## src/rtl/rom_access_arbiter_pkg.sv

```systemverilog
// Shared types for the ROM access arbiter: FSM state encoding and the
// state-to-grant decode used when registering the grant vector.
package rom_access_arbiter_pkg;

  typedef enum logic [1:0] {
    ARB_IDLE,
    ARB_GRANT0,
    ARB_GRANT1
  } rom_arb_state_t;

  function automatic logic [1:0] grant_of(input rom_arb_state_t s);
    logic [1:0] g;
    case (s)
      ARB_GRANT0: g = 2'b01;
      ARB_GRANT1: g = 2'b10;
      default:    g = 2'b00;
    endcase
    return g;
  endfunction

endpackage

```

## src/rtl/wishbone_if.sv

```systemverilog
// Classic Wishbone bundle. dat_o_s is driven by the secondary; the primary
// reads it back under the name dat_i_p.
interface wishbone_if #(
  parameter int AW = 32,
  parameter int DW = 32,
  parameter int SW = 4,
  parameter int TW = 4
) ();
  logic          cyc;
  logic          stb;
  logic          we;
  logic          ack;
  logic [TW-1:0] tgd;
  logic [SW-1:0] sel;
  logic [AW-1:0] addr;
  logic [DW-1:0] dat_o_p;
  logic [DW-1:0] dat_o_s;
  logic [DW-1:0] dat_i_p;

  assign dat_i_p = dat_o_s;

  modport primary (
    output cyc, stb, we, tgd, sel, addr, dat_o_p,
    input  ack, dat_i_p
  );

  modport secondary (
    input  cyc, stb, we, tgd, sel, addr, dat_o_p,
    output ack, dat_o_s
  );
endinterface

```

## src/rtl/rom_access_arbiter.sv

```systemverilog
// Round-robin arbiter sharing the ROM Wishbone secondary between the
// instruction-cache (req0) and data-cache (req1) refill primaries.
module rom_access_arbiter
  import rom_access_arbiter_pkg::*;
#(
  parameter int MAX_HOLD = 4
) (
  input  logic          clock,
  input  logic          reset_n,
  wishbone_if.secondary wish_s_req0,
  wishbone_if.secondary wish_s_req1,
  wishbone_if.primary   wish_p_rom,
  output logic [1:0]    grant
);

  localparam int HW = $clog2(MAX_HOLD + 1);
  localparam logic [HW-1:0] HOLD_LAST = HW'(MAX_HOLD - 1);

  rom_arb_state_t state_q, state_d;
  logic           last_q, last_d;
  logic [HW-1:0]  hold_cnt_q, hold_cnt_d;
  logic [1:0]     grant_q, grant_d;

  logic req0, req1, own_is1, own_cyc, other_req;

  always_comb begin
    req0      = wish_s_req0.cyc & wish_s_req0.stb;
    req1      = wish_s_req1.cyc & wish_s_req1.stb;
    own_is1   = (state_q == ARB_GRANT1);
    own_cyc   = own_is1 ? wish_s_req1.cyc : wish_s_req0.cyc;
    other_req = own_is1 ? req0 : req1;

    state_d    = state_q;
    last_d     = last_q;
    hold_cnt_d = hold_cnt_q;

    case (state_q)
      ARB_IDLE: begin
        hold_cnt_d = '0;
        // last_q=1 after reset, so req0 wins the first tie.
        if (req0 && (!req1 || last_q)) state_d = ARB_GRANT0;
        else if (req1)                  state_d = ARB_GRANT1;
      end
      ARB_GRANT0, ARB_GRANT1: begin
        if (!own_cyc) begin
          state_d = ARB_IDLE;
        end else if (wish_p_rom.ack && other_req && (hold_cnt_q == HOLD_LAST)) begin
          state_d    = own_is1 ? ARB_GRANT0 : ARB_GRANT1;
          hold_cnt_d = '0;
        end else if (!other_req) begin
          // A lone primary is never rotated away, so only count under contention.
          hold_cnt_d = '0;
        end else if (wish_p_rom.ack && (hold_cnt_q != HOLD_LAST)) begin
          hold_cnt_d = hold_cnt_q + 1'b1;
        end
      end
      default: state_d = ARB_IDLE;
    endcase

    if (state_d == ARB_GRANT0) last_d = 1'b0;
    if (state_d == ARB_GRANT1) last_d = 1'b1;
    grant_d = grant_of(state_d);
  end

  always_ff @(posedge clock or negedge reset_n) begin
    if (!reset_n) begin
      state_q    <= ARB_IDLE;
      last_q     <= 1'b1;
      hold_cnt_q <= '0;
      grant_q    <= 2'b00;
    end else begin
      state_q    <= state_d;
      last_q     <= last_d;
      hold_cnt_q <= hold_cnt_d;
      grant_q    <= grant_d;
    end
  end

  assign grant = grant_q;

  // Datapath follows the registered state, so async reset silences the ROM at once.
  always_comb begin
    wish_p_rom.cyc     = 1'b0;
    wish_p_rom.stb     = 1'b0;
    wish_p_rom.we      = 1'b0;
    wish_p_rom.addr    = wish_s_req0.addr;
    wish_p_rom.sel     = wish_s_req0.sel;
    wish_p_rom.tgd     = wish_s_req0.tgd;
    wish_p_rom.dat_o_p = wish_s_req0.dat_o_p;
    wish_s_req0.ack    = 1'b0;
    wish_s_req1.ack    = 1'b0;
    wish_s_req0.dat_o_s = wish_p_rom.dat_i_p;
    wish_s_req1.dat_o_s = wish_p_rom.dat_i_p;

    case (state_q)
      ARB_GRANT0: begin
        wish_p_rom.cyc  = wish_s_req0.cyc;
        wish_p_rom.stb  = wish_s_req0.stb;
        wish_p_rom.we   = wish_s_req0.we;
        wish_s_req0.ack = wish_p_rom.ack;
      end
      ARB_GRANT1: begin
        wish_p_rom.cyc     = wish_s_req1.cyc;
        wish_p_rom.stb     = wish_s_req1.stb;
        wish_p_rom.we      = wish_s_req1.we;
        wish_p_rom.addr    = wish_s_req1.addr;
        wish_p_rom.sel     = wish_s_req1.sel;
        wish_p_rom.tgd     = wish_s_req1.tgd;
        wish_p_rom.dat_o_p = wish_s_req1.dat_o_p;
        wish_s_req1.ack    = wish_p_rom.ack;
      end
      default: ;
    endcase
  end

endmodule

```

## src/flat_wrapper.sv

```systemverilog
// flat-port wrapper written by rule: the top's interface ports become plain ports
module rom_access_arbiter_flat import rom_access_arbiter_pkg::*;
#(
  parameter int MAX_HOLD = 4
)
  (clock, reset_n, grant, wish_s_req0_cyc, wish_s_req0_stb, wish_s_req0_we, wish_s_req0_tgd, wish_s_req0_sel, wish_s_req0_addr, wish_s_req0_dat_o_p, wish_s_req0_ack, wish_s_req0_dat_o_s, wish_s_req1_cyc, wish_s_req1_stb, wish_s_req1_we, wish_s_req1_tgd, wish_s_req1_sel, wish_s_req1_addr, wish_s_req1_dat_o_p, wish_s_req1_ack, wish_s_req1_dat_o_s, wish_p_rom_cyc, wish_p_rom_stb, wish_p_rom_we, wish_p_rom_tgd, wish_p_rom_sel, wish_p_rom_addr, wish_p_rom_dat_o_p, wish_p_rom_ack);
  wishbone_if wish_s_req0_i ();
  wishbone_if wish_s_req1_i ();
  wishbone_if wish_p_rom_i ();
  input  logic clock;
  input  logic reset_n;
  output logic [1:0] grant;
  input wire logic [$bits(wish_s_req0_i.cyc)-1:0] wish_s_req0_cyc;
  input wire logic [$bits(wish_s_req0_i.stb)-1:0] wish_s_req0_stb;
  input wire logic [$bits(wish_s_req0_i.we)-1:0] wish_s_req0_we;
  input wire logic [$bits(wish_s_req0_i.tgd)-1:0] wish_s_req0_tgd;
  input wire logic [$bits(wish_s_req0_i.sel)-1:0] wish_s_req0_sel;
  input wire logic [$bits(wish_s_req0_i.addr)-1:0] wish_s_req0_addr;
  input wire logic [$bits(wish_s_req0_i.dat_o_p)-1:0] wish_s_req0_dat_o_p;
  output wire logic [$bits(wish_s_req0_i.ack)-1:0] wish_s_req0_ack;
  output wire logic [$bits(wish_s_req0_i.dat_o_s)-1:0] wish_s_req0_dat_o_s;
  input wire logic [$bits(wish_s_req1_i.cyc)-1:0] wish_s_req1_cyc;
  input wire logic [$bits(wish_s_req1_i.stb)-1:0] wish_s_req1_stb;
  input wire logic [$bits(wish_s_req1_i.we)-1:0] wish_s_req1_we;
  input wire logic [$bits(wish_s_req1_i.tgd)-1:0] wish_s_req1_tgd;
  input wire logic [$bits(wish_s_req1_i.sel)-1:0] wish_s_req1_sel;
  input wire logic [$bits(wish_s_req1_i.addr)-1:0] wish_s_req1_addr;
  input wire logic [$bits(wish_s_req1_i.dat_o_p)-1:0] wish_s_req1_dat_o_p;
  output wire logic [$bits(wish_s_req1_i.ack)-1:0] wish_s_req1_ack;
  output wire logic [$bits(wish_s_req1_i.dat_o_s)-1:0] wish_s_req1_dat_o_s;
  output wire logic [$bits(wish_p_rom_i.cyc)-1:0] wish_p_rom_cyc;
  output wire logic [$bits(wish_p_rom_i.stb)-1:0] wish_p_rom_stb;
  output wire logic [$bits(wish_p_rom_i.we)-1:0] wish_p_rom_we;
  output wire logic [$bits(wish_p_rom_i.tgd)-1:0] wish_p_rom_tgd;
  output wire logic [$bits(wish_p_rom_i.sel)-1:0] wish_p_rom_sel;
  output wire logic [$bits(wish_p_rom_i.addr)-1:0] wish_p_rom_addr;
  output wire logic [$bits(wish_p_rom_i.dat_o_p)-1:0] wish_p_rom_dat_o_p;
  input wire logic [$bits(wish_p_rom_i.ack)-1:0] wish_p_rom_ack;
  assign wish_s_req0_i.cyc = wish_s_req0_cyc;
  assign wish_s_req0_i.stb = wish_s_req0_stb;
  assign wish_s_req0_i.we = wish_s_req0_we;
  assign wish_s_req0_i.tgd = wish_s_req0_tgd;
  assign wish_s_req0_i.sel = wish_s_req0_sel;
  assign wish_s_req0_i.addr = wish_s_req0_addr;
  assign wish_s_req0_i.dat_o_p = wish_s_req0_dat_o_p;
  assign wish_s_req0_ack = wish_s_req0_i.ack;
  assign wish_s_req0_dat_o_s = wish_s_req0_i.dat_o_s;
  assign wish_s_req1_i.cyc = wish_s_req1_cyc;
  assign wish_s_req1_i.stb = wish_s_req1_stb;
  assign wish_s_req1_i.we = wish_s_req1_we;
  assign wish_s_req1_i.tgd = wish_s_req1_tgd;
  assign wish_s_req1_i.sel = wish_s_req1_sel;
  assign wish_s_req1_i.addr = wish_s_req1_addr;
  assign wish_s_req1_i.dat_o_p = wish_s_req1_dat_o_p;
  assign wish_s_req1_ack = wish_s_req1_i.ack;
  assign wish_s_req1_dat_o_s = wish_s_req1_i.dat_o_s;
  assign wish_p_rom_cyc = wish_p_rom_i.cyc;
  assign wish_p_rom_stb = wish_p_rom_i.stb;
  assign wish_p_rom_we = wish_p_rom_i.we;
  assign wish_p_rom_tgd = wish_p_rom_i.tgd;
  assign wish_p_rom_sel = wish_p_rom_i.sel;
  assign wish_p_rom_addr = wish_p_rom_i.addr;
  assign wish_p_rom_dat_o_p = wish_p_rom_i.dat_o_p;
  assign wish_p_rom_i.ack = wish_p_rom_ack;
  rom_access_arbiter #(.MAX_HOLD(MAX_HOLD)) u_core (.clock(clock), .reset_n(reset_n), .wish_s_req0(wish_s_req0_i), .wish_s_req1(wish_s_req1_i), .wish_p_rom(wish_p_rom_i), .grant(grant));
endmodule
```

## config.mk

```make
export PLATFORM = sky130hd
export DESIGN_NAME = rom_access_arbiter_flat
export DESIGN_NICKNAME = d
export VERILOG_FILES = /design/src/rtl/rom_access_arbiter_pkg.sv /design/src/rtl/wishbone_if.sv /design/src/rtl/rom_access_arbiter.sv /design/src/flat_wrapper.sv
export SDC_FILE = /design/constraint.sdc
export NUM_CORES = 1
export LEC_CHECK = 0
export ABC_AREA = 1
export CAP_MARGIN = 20
export CORE_AREA = 4 4 113 115
export DETAILED_ROUTE_END_ITERATION = 12
export DIE_AREA = 0 0 117 119
export PLACE_DENSITY = 0.75
export SYNTH_ARGS = -nofsm -noshare
export SYNTH_HDL_FRONTEND = slang
export SYNTH_SLANG_ARGS = --single-unit
```

## constraint.sdc

```tcl
create_clock -name clock -period 2.1 [get_ports clock]
set_input_delay 0.42 -clock clock [delete_from_list [all_inputs] [get_ports clock]]
set_output_delay 0.42 -clock clock [all_outputs]
set_load 0.1 [all_outputs]
```

# Word-level counts from Yosys, hierarchy flattened
# Cells that the tools add are included.
[word_totals]
register_bits = 8
in_bits = 153
out_inout_bits = 143
elab_cells = 51
[classes]
add_sub_neg = 1
n_eq_ne = 8
mux = 25
bitwise_logic = 2
n_reduce_logical = 11
[ops]
columns = ["op", "n"]
rows = [
  ["two-way mux 32 bit", 2],
  ["two-way mux 3 bit", 4],
  ["two-way mux 2 bit", 5],
  ["two-way mux 4 bit", 2],
  ["case mux 2 bit (2 select lines)", 2],
  ["two-way mux 1 bit", 6],
  ["case mux 1 bit (2 select lines)", 3],
  ["case mux 3 bit (2 select lines)", 1],
  ["equality test 2 x 1 -> 1 bit (second input constant)", 2],
  ["equality test 2 bit (second input constant)", 2],
  ["logical AND 1 bit", 4],
  ["inequality test 4 bit (second input constant)", 1],
  ["nonzero test 2 bit", 2],
  ["adder 3 x 1 -> 3 bit (second input constant)", 1],
  ["equality test 3 x 2 -> 1 bit (second input constant)", 1],
  ["inequality test 3 x 2 -> 1 bit (second input constant)", 1],
  ["AND reduction 3 bit", 1],
  ["AND 1 bit", 2],
  ["zero test 2 bit", 1],
  ["inequality test 2 x 1 -> 1 bit (second input constant)", 1],
  ["OR reduction 2 bit", 1],
  ["zero test 1 bit", 1],
  ["logical OR 1 bit", 1],
]

# Longest topological paths before layout
# Gate-level depths: netlist of run 1.
[logic_depth]
depth_word = 10
mapped_depth = 14
ltp_nobuf = 13

# Worst setup path after synthesis of run 1
# Ideal clock, no wire load.
[synth_timing]
path_type = "reg-to-output"
from = "register u_core.state_q[0]"
to = "output port wish_p_rom_we"
t_arrival_ps = 2448
required_ps = 1680
setup_slack_ps = -768
path_stages_with_launch = 7
path_buffers = 2
path_cell_list = "dfrtp_1 -> inv_1 -> ha_1 -> buf_4 -> buf_2 -> nand2_1 -> a21oi_1"
[synth_via]
elab_chain_cells = 2
elab_cells_between_ends = 3
cone_classes = "eq/ne (2); mux (1)"
[synth_lines]
columns = ["item", "line_no", "source"]
rows = [
  ["start, declared", "rom_access_arbiter.sv:19", "rom_arb_state_t state_q, state_d;"],
  ["start signal, assigned", "rom_access_arbiter.sv:72", "state_q <= state_d;"],
  ["equality test 2 bit or equality test 2 x 1 -> 1 bit (tied branches)", "rom_access_arbiter.sv:95", "case (state_q)"],
  ["case mux 1 bit (2 select lines) (*)", "rom_access_arbiter.sv:95", ""],
  ["end, declared", "flat_wrapper.sv:33", "output wire logic [$bits(wish_p_rom_i.we)-1:0] wish_p_rom_we;"],
]
# Every way passes the cells marked *; elsewhere a longest branch is shown, timed or not.

# Final worst setup path of run 1
[layout_timing]
from = "register u_core.state_q[0]"
to = "output port wish_p_rom_dat_o_p[21]"
[layout_via]
elab_chain_cells = 2
[layout_lines]
columns = ["item", "line_no", "source"]
rows = [
  ["equality test 2 bit", "rom_access_arbiter.sv:95", ""],
  ["two-way mux 32 bit", "rom_access_arbiter.sv:95", ""],
  ["end, declared", "flat_wrapper.sv:37", "output wire logic [$bits(wish_p_rom_i.dat_o_p)-1:0] wish_p_rom_dat_o_p;"],
]
# No other way between the ends.

==> results.cfg, run 1 <==
[pwr]
net-switching-power_uw = 5560
clkPwrFrac_pct = 3.7
comb_power_share_pct = 93.7
p_leak_uw = 0.00264
ir_worst_vdd_v = 0.000817
finalPower_uw = 8650
power_density_nw_per_um2 = 1580
p_int_uw = 3090
seq_power_share_pct = 2.6
switching_share_pct = 64.3

[synth]
yosys_warnings = 32
synthDistinctLibCells = 20
synth-main-ff-cell = dfrtp_1
synth_cells = 385
ys_async_sr_fraction_pct = 100
syn_area_per_cell_um2 = 5.20
synth-seq-cells = 8
seq_area_frac_synth_pct = 10.1
synth_edf_count = 0
synth_area_um2 = 2000

[placed_design]
dpl.cell_count = 757
gp_congestion = 0.807
hpwlAfterDp_um = 8640
port_buffers = 231

[clock_tree]
path_clk_slew_ns = 0.04
ctsHtreeMaxLevel = 1
numCtsBuffers = 3
hold_buffers = 0
clk_path_buf_depth = 2
cts_root_buf = clkbuf_16
cts_tree = built
cts_num_sinks = 8
insertion_delay_ns = 0.23

[hold_path]
hold_class = in -> async

[grt]
grtUsageTotal_pct = 12.1
grt.overflow.total = 0
grt_pass1_vias = 2688
grt_pass1_wl_um = 13700
grt_max_degree = 39
antenna_found_initial = 0

[detailed_routing]
drc = 0
vias = 2919
wl_um = 10000
postRouteAntennaNets = 0
wl_per_cell_um = 13.1
drt_iter0_drc = 96
drt-pass1-iter-count = 4
avgViaCountPerCell = 3.82

[worst_setup_path]
critPathRequiredTime_ns = 1.68
cp-start-kind = register
endpoint_kind = output port
crit_fanout = 19
arrival_ns = 1.61
crit_type = reg -> out

[floorplan]
die_w_um = 117
rows = 40
io_pins = 296
die_y_um = 119
coreArea_um2 = 11800
initial_utilization_pct = 16.9
die_area_um2 = 13900

[cells_and_area]
diodes = 0
finalNetCount = 780
nFillCells = 1149
final_layout_size_suffix_gt1_share_pct = 30.1
multi_input_area_um2 = 1660
syn2layout_area_growth_pct = 173
stdcell_count = 765
regArea_um2 = 201

[timing]
fin_crit_ns = 2.03
clock-skew-final_ns = 0.00314
fmax_ghz = 0.492
finalHoldViolations = 0
slew_violations = 0
final.period_utilization_pct = 96.7
setup_viol = 0

[flow_run]
cap_violations = 0

[outcome]
status = complete, no violations
-- Yosys cell counts (2+ instances only) --
cell type    n  share of area [%]
inv_1       12                2.2
buf_2       13                3.2
nor2_1       4               0.75
ha_1         8                5.0
nand4_1      3               0.94
nand2_1    251                 47
clkbuf_1     2               0.38
dfrtp_1      7                8.8
buf_4       65                 24
nand3_1      6                1.5
a21oi_1      5                1.2
-- metrics by stage --
step | area, um^2 | utilization (%) | setup WS (ns) | setup TNS, ns | hold slack (ns)
2_1_floorplan | 2440 | - | -0.157 | -0.157 | 0.124
3_3_place_gp | 5280 | 44.7 | -0.0317 | -0.0317 | 0.471
3_5_place_dp | 5280 | 44.7 | -0.0847 | -0.0847 | 0.466
4_1_cts | 5370 | 45.4 | 0.00857 | 0 | 0.473
5_1_grt | 5460 | 46.2 | -0.00511 | -0.00818 | 0.491
6_report | 5460 | 46.2 | 0.0692 | 0 | 0.461
-- state kept, by name, summed over array words and instances, names as in the netlist --
register / count
u_core.grant: 2
u_core.hold_cnt_q: 3
u_core.last_q: 1
u_core.state_q: 2
-- power groups by stage --
stage | Clock, uW | Sequential [uW] | Combinational, uW
global route | 345 | 229 | 8400
floorplan | 0 | 303 | 5140
CTS | 329 | 223 | 8000
global placement | 0 | 219 | 7950
finish | 322 | 225 | 8100
detailed placement | 0 | 221 | 7980
-- cell usage in the layout (no fill, tap or decap), drive strengths merged --
cell type      count
conb              64
nand3              7
nor2               4
o21ai              1
dfstp              1
ha                 8
nand2            252
inv               12
dfrtp              7
clkinvlp           1
a21oi              5
o21bai             1
clkbuf             6
nand4              3
buf               93
mux2               1
clkdlybuf4s50    152
-- worst max-delay path: stages (launching register included) --
cell	delay, ns
dfrtp_1	0.38
inv_2	0.10
ha_4	0.22
buf_4	0.15
clkbuf_16	0.17
nand2_1	0.07
nand2_2	0.10
buf_12	0.18
-- layout make-up --
class / count / area share (%)
timing repair buffer: 247 / 60.1
multi-input combinational: 346 / 30.3
sequential: 8 / 3.69
clock buffer: 4 / 1.44
inverter: 13 / 1.05
tap: 147 / 3.37
-- kinds of logic after synthesis --
group,synth area share (%)
buf+inv,31.0
flops,10.1
other cells,0.187
mux,0.562
simple gates,51.3
fa+ha+maj,5.00
compound gates,1.87
-- final timing paths --
| check | start | endpoint | slack (ns) | cells past startpoint |
|---|---|---|---|---|
| max in group asynchronous | reset_n | u_core.last_q$_DFFE_PN1P_ | 1.34 | 1 |
| min in group clock | u_core.hold_cnt_q[2]$_DFFE_PN0P_ | u_core.hold_cnt_q[2]$_DFFE_PN0P_ | 0.48 | 2 |
| max | u_core.state_q[0]$_DFF_PN0_ | wish_p_rom_dat_o_p[21] | 0.07 | 7 |
| max reg2reg | u_core.state_q[1]$_DFF_PN0_ | u_core.last_q$_DFFE_PN1P_ | 0.09 | 12 |
| min | reset_n | u_core.grant[1]$_DFF_PN0_ | 0.46 | 1 |
| min reg2reg | u_core.hold_cnt_q[2]$_DFFE_PN0P_ | u_core.hold_cnt_q[2]$_DFFE_PN0P_ | 0.48 | 2 |
-- layer usage --
metal | routed length (um) | track usage [%] | vias to the layer above
met4 | 60 | 1.22 | 0
met5 | 0 | 0 | -
met2 | 5440 | 23.9 | 145
met1 | 3650 | 13.3 | 1277
li1 | - | - | 1491
met3 | 881 | 2.39 | 6
-- timing repair --
item / CTS / global route
gates resized for setup: 1 / 10
buffers inserted: 0 / 2
pin swaps: 0 / 2
cloned: 0 / 2
endpoints found under the setup margin: 2 / 13
Power figures use the tool's default switching activity.
==> inputs of run 2 (changes only) <==
--- a/config.mk
+++ b/config.mk
@@ -7,10 +7,10 @@
 export LEC_CHECK = 0
 export ABC_AREA = 1
 export CAP_MARGIN = 20
-export CORE_AREA = 4 4 113 115
+export CORE_AREA = 2 2 114 116
 export DETAILED_ROUTE_END_ITERATION = 12
-export DIE_AREA = 0 0 117 119
-export PLACE_DENSITY = 0.75
+export DIE_AREA = 0 0 116 118
+export PLACE_DENSITY = 0.73
 export SYNTH_ARGS = -nofsm -noshare
 export SYNTH_HDL_FRONTEND = slang
 export SYNTH_SLANG_ARGS = --single-unit
==> constraint.sdc (replaced) <==
create_clock -name clock -period 2.1 [get_ports clock]
set_input_delay 0.42 -clock clock [delete_from_list [all_inputs] [get_ports clock]]
set_output_delay 0.42 -clock clock [all_outputs]
set_load 0.02 [all_outputs]
==> run 2 against run 1 <==
First-iteration DRC count grew 4.2%. Global-route usage fell by 0.91 points. Sequential share of layout area rose by 0.83 points. Non-clock buffer count is 12 higher. Flip-flop and latch count unchanged. Sequential power hardly changed. Power down 57%. Register-to-register slack got worse by 0.02 ns. Clock skew grew 0.0028 ns. Largest cell class unchanged.
==> results.cfg, run 2 (same netlist as run 1, synthesis figures left out) <==
[outcome]
status = complete, no violations

[clock_tree]
cts_root_buf = clkbuf_16
cts_tree = built
hold_buffers = 0
clk_path_buf_depth = 2
insertion_delay_ns = 0.24
numCtsBuffers = 3
ctsHtreeMaxLevel = 1
path_clk_slew_ns = 0.04
cts_num_sinks = 8

[timing]
fin_crit_ns = 2.06
setup_total_negative_slack_ns = 0
final.period_utilization_pct = 98.2
fmax_ghz = 0.485
rsz0062_at_grt = true
fin_ws_ns = 0.0387
finalHoldViolations = 0
slew_violations = 0
clock-skew-final_ns = 0.00591
setup_viol = 0

[detailed_routing]
wl_per_cell_um = 10.7
wl_um = 8590
avgViaCountPerCell = 3.59
postRouteAntennaNets = 0
drt_iter0_drc = 100
vias = 2886
drt-pass1-iter-count = 4
drc = 0

[worst_setup_path]
cp-start-kind = register
cp_common_cell = nand2_1
rr_worst_depth = 14
arrival_ns = 1.64
slowest_delay_ns = 0.42
reg2reg_to = u_core.last_q$_DFFE_PN1P_
crit_type = reg -> out
r2r_start = u_core.state_q[0]$_DFF_PN0_
r2r_setup_slack_ns = 0.07
slowest_stage = dfrtp_1
cp_cell_sequence = ha_4, inv_4, buf_12, nand2_1, nand2_1, dlygate4sd2_1
critPathRequiredTime_ns = 1.68
crit_fanout = 32
endpoint_kind = output port

[pwr]
net-switching-power_uw = 1910
p_int_uw = 1800
power_density_nw_per_um2 = 832
switching_share_pct = 51.6
finalPower_uw = 3710
ir_worst_vdd_v = 0.000811
comb_power_share_pct = 85.0
p_leak_uw = 0.00235
clkPwrFrac_pct = 8.8
seq_power_share_pct = 6.1

[floorplan]
die_w_um = 116
io_pins = 296
coreArea_um2 = 12400
rows = 41
initial_utilization_pct = 16.1
die_area_um2 = 13700
die_y_um = 118

[cells_and_area]
finalNetCount = 792
final_cell_mix = 247 x nand2_1, 154 x clkdlybuf4s50_1, 64 x conb_1
postLayoutCoreUtil_pct = 35.9
final_layout_size_suffix_gt1_share_pct = 12.7
largest-register = u_core.hold_cnt_q
syn2layout_area_growth_pct = 123
stdcell_count = 805
largest_reg_flops = 3
layout_commonest_cell = nand2_1

[grt]
grtUsageMet2_pct = 21.1
grtUsageTotal_pct = 11.2
grt_max_degree = 41
grt.overflow.total = 0
grt_use_met3_pct = 3.09
grt_pass1_wl_um = 12500
busiest_layer = met2
antenna_found_initial = 3
grt_pass1_vias = 2662
global_route.usage.met1_pct = 12.2

[placed_design]
dpl.cell_count = 793
port_buffers = 231
pre_cts_ws_ns = -0.178
gp_congestion = 0.801
hpwlAfterDp_um = 7410

[flow_run]
cap_violations = 0

[hold_path]
hold_class = in -> async
[run 2: layout make-up]
cell class,instances,area (um^2)
inverters,13,51.3
repair buffers,259,2450
flip-flops and latches,8,201
clock buffers,4,78.8
multi-input cells,346,1460
well taps,172,215
fillers,1373,7960
diodes,3,7.51
[run 2: how the worst max path moves through the flow]
stage / slack [ns] / cells past startpoint / startpoint / endpoint
finish: 0.04 / 6 / u_core.state_q[1]$_DFF_PN0_ / wish_p_rom_dat_o_p[16]
global route: -0.03 / 14 / u_core.state_q[0]$_DFF_PN0_ / u_core.last_q$_DFFE_PN1P_
CTS: 0.02 / 14 / u_core.state_q[0]$_DFF_PN0_ / u_core.last_q$_DFFE_PN1P_
detailed placement: -0.18 / 4 / wish_s_req0_cyc / wish_p_rom_cyc
global placement: -0.16 / 4 / wish_s_req0_cyc / wish_p_rom_cyc
floorplan: 0.12 / 14 / u_core.state_q[0]$_DFF_PN0_ / u_core.last_q$_DFFE_PN1P_
[run 2: metrics by stage]
stage | hold slack, ns | area (um^2)
floorplan | 0.124 | 2240
global placement | 0.473 | 4440
detailed placement | 0.479 | 4440
CTS | 0.455 | 4490
global route | 0.480 | 4450
finish | 0.448 | 4460
[run 2: per-layer routing]
layer	share of wire, %	wire, um
met5	0	0
met4	0.29	25
met3	10	884
met2	50	4290
met1	39	3390
[run 2: critical path: cells and delay by family (launching register included)]
kind | cells | cell delay [ns]
buffers and inverters | 3 | 0.61
flip-flops | 1 | 0.42
adder cells (fa/ha/maj) | 1 | 0.22
AND/OR/NAND/NOR | 2 | 0.13
[run 2: repair_timing]
item                                    in CTS  in global routing
endpoints found under the setup margin      77                 57
resized for setup                          115                 63
setup buffers                                1                  4
endpoints found under the hold margin        0                  0
cloned                                       0                  0
pin swaps                                    0                  1
[run 2: power groups by stage]
stage | combinational, uW | clock (uW) | sequential, uW
finish | 3150 | 328 | 228
global route | 3450 | 347 | 230
CTS | 3140 | 337 | 227
detailed placement | 3380 | 0 | 225
global placement | 3370 | 0 | 221
floorplan | 1740 | 0 | 234
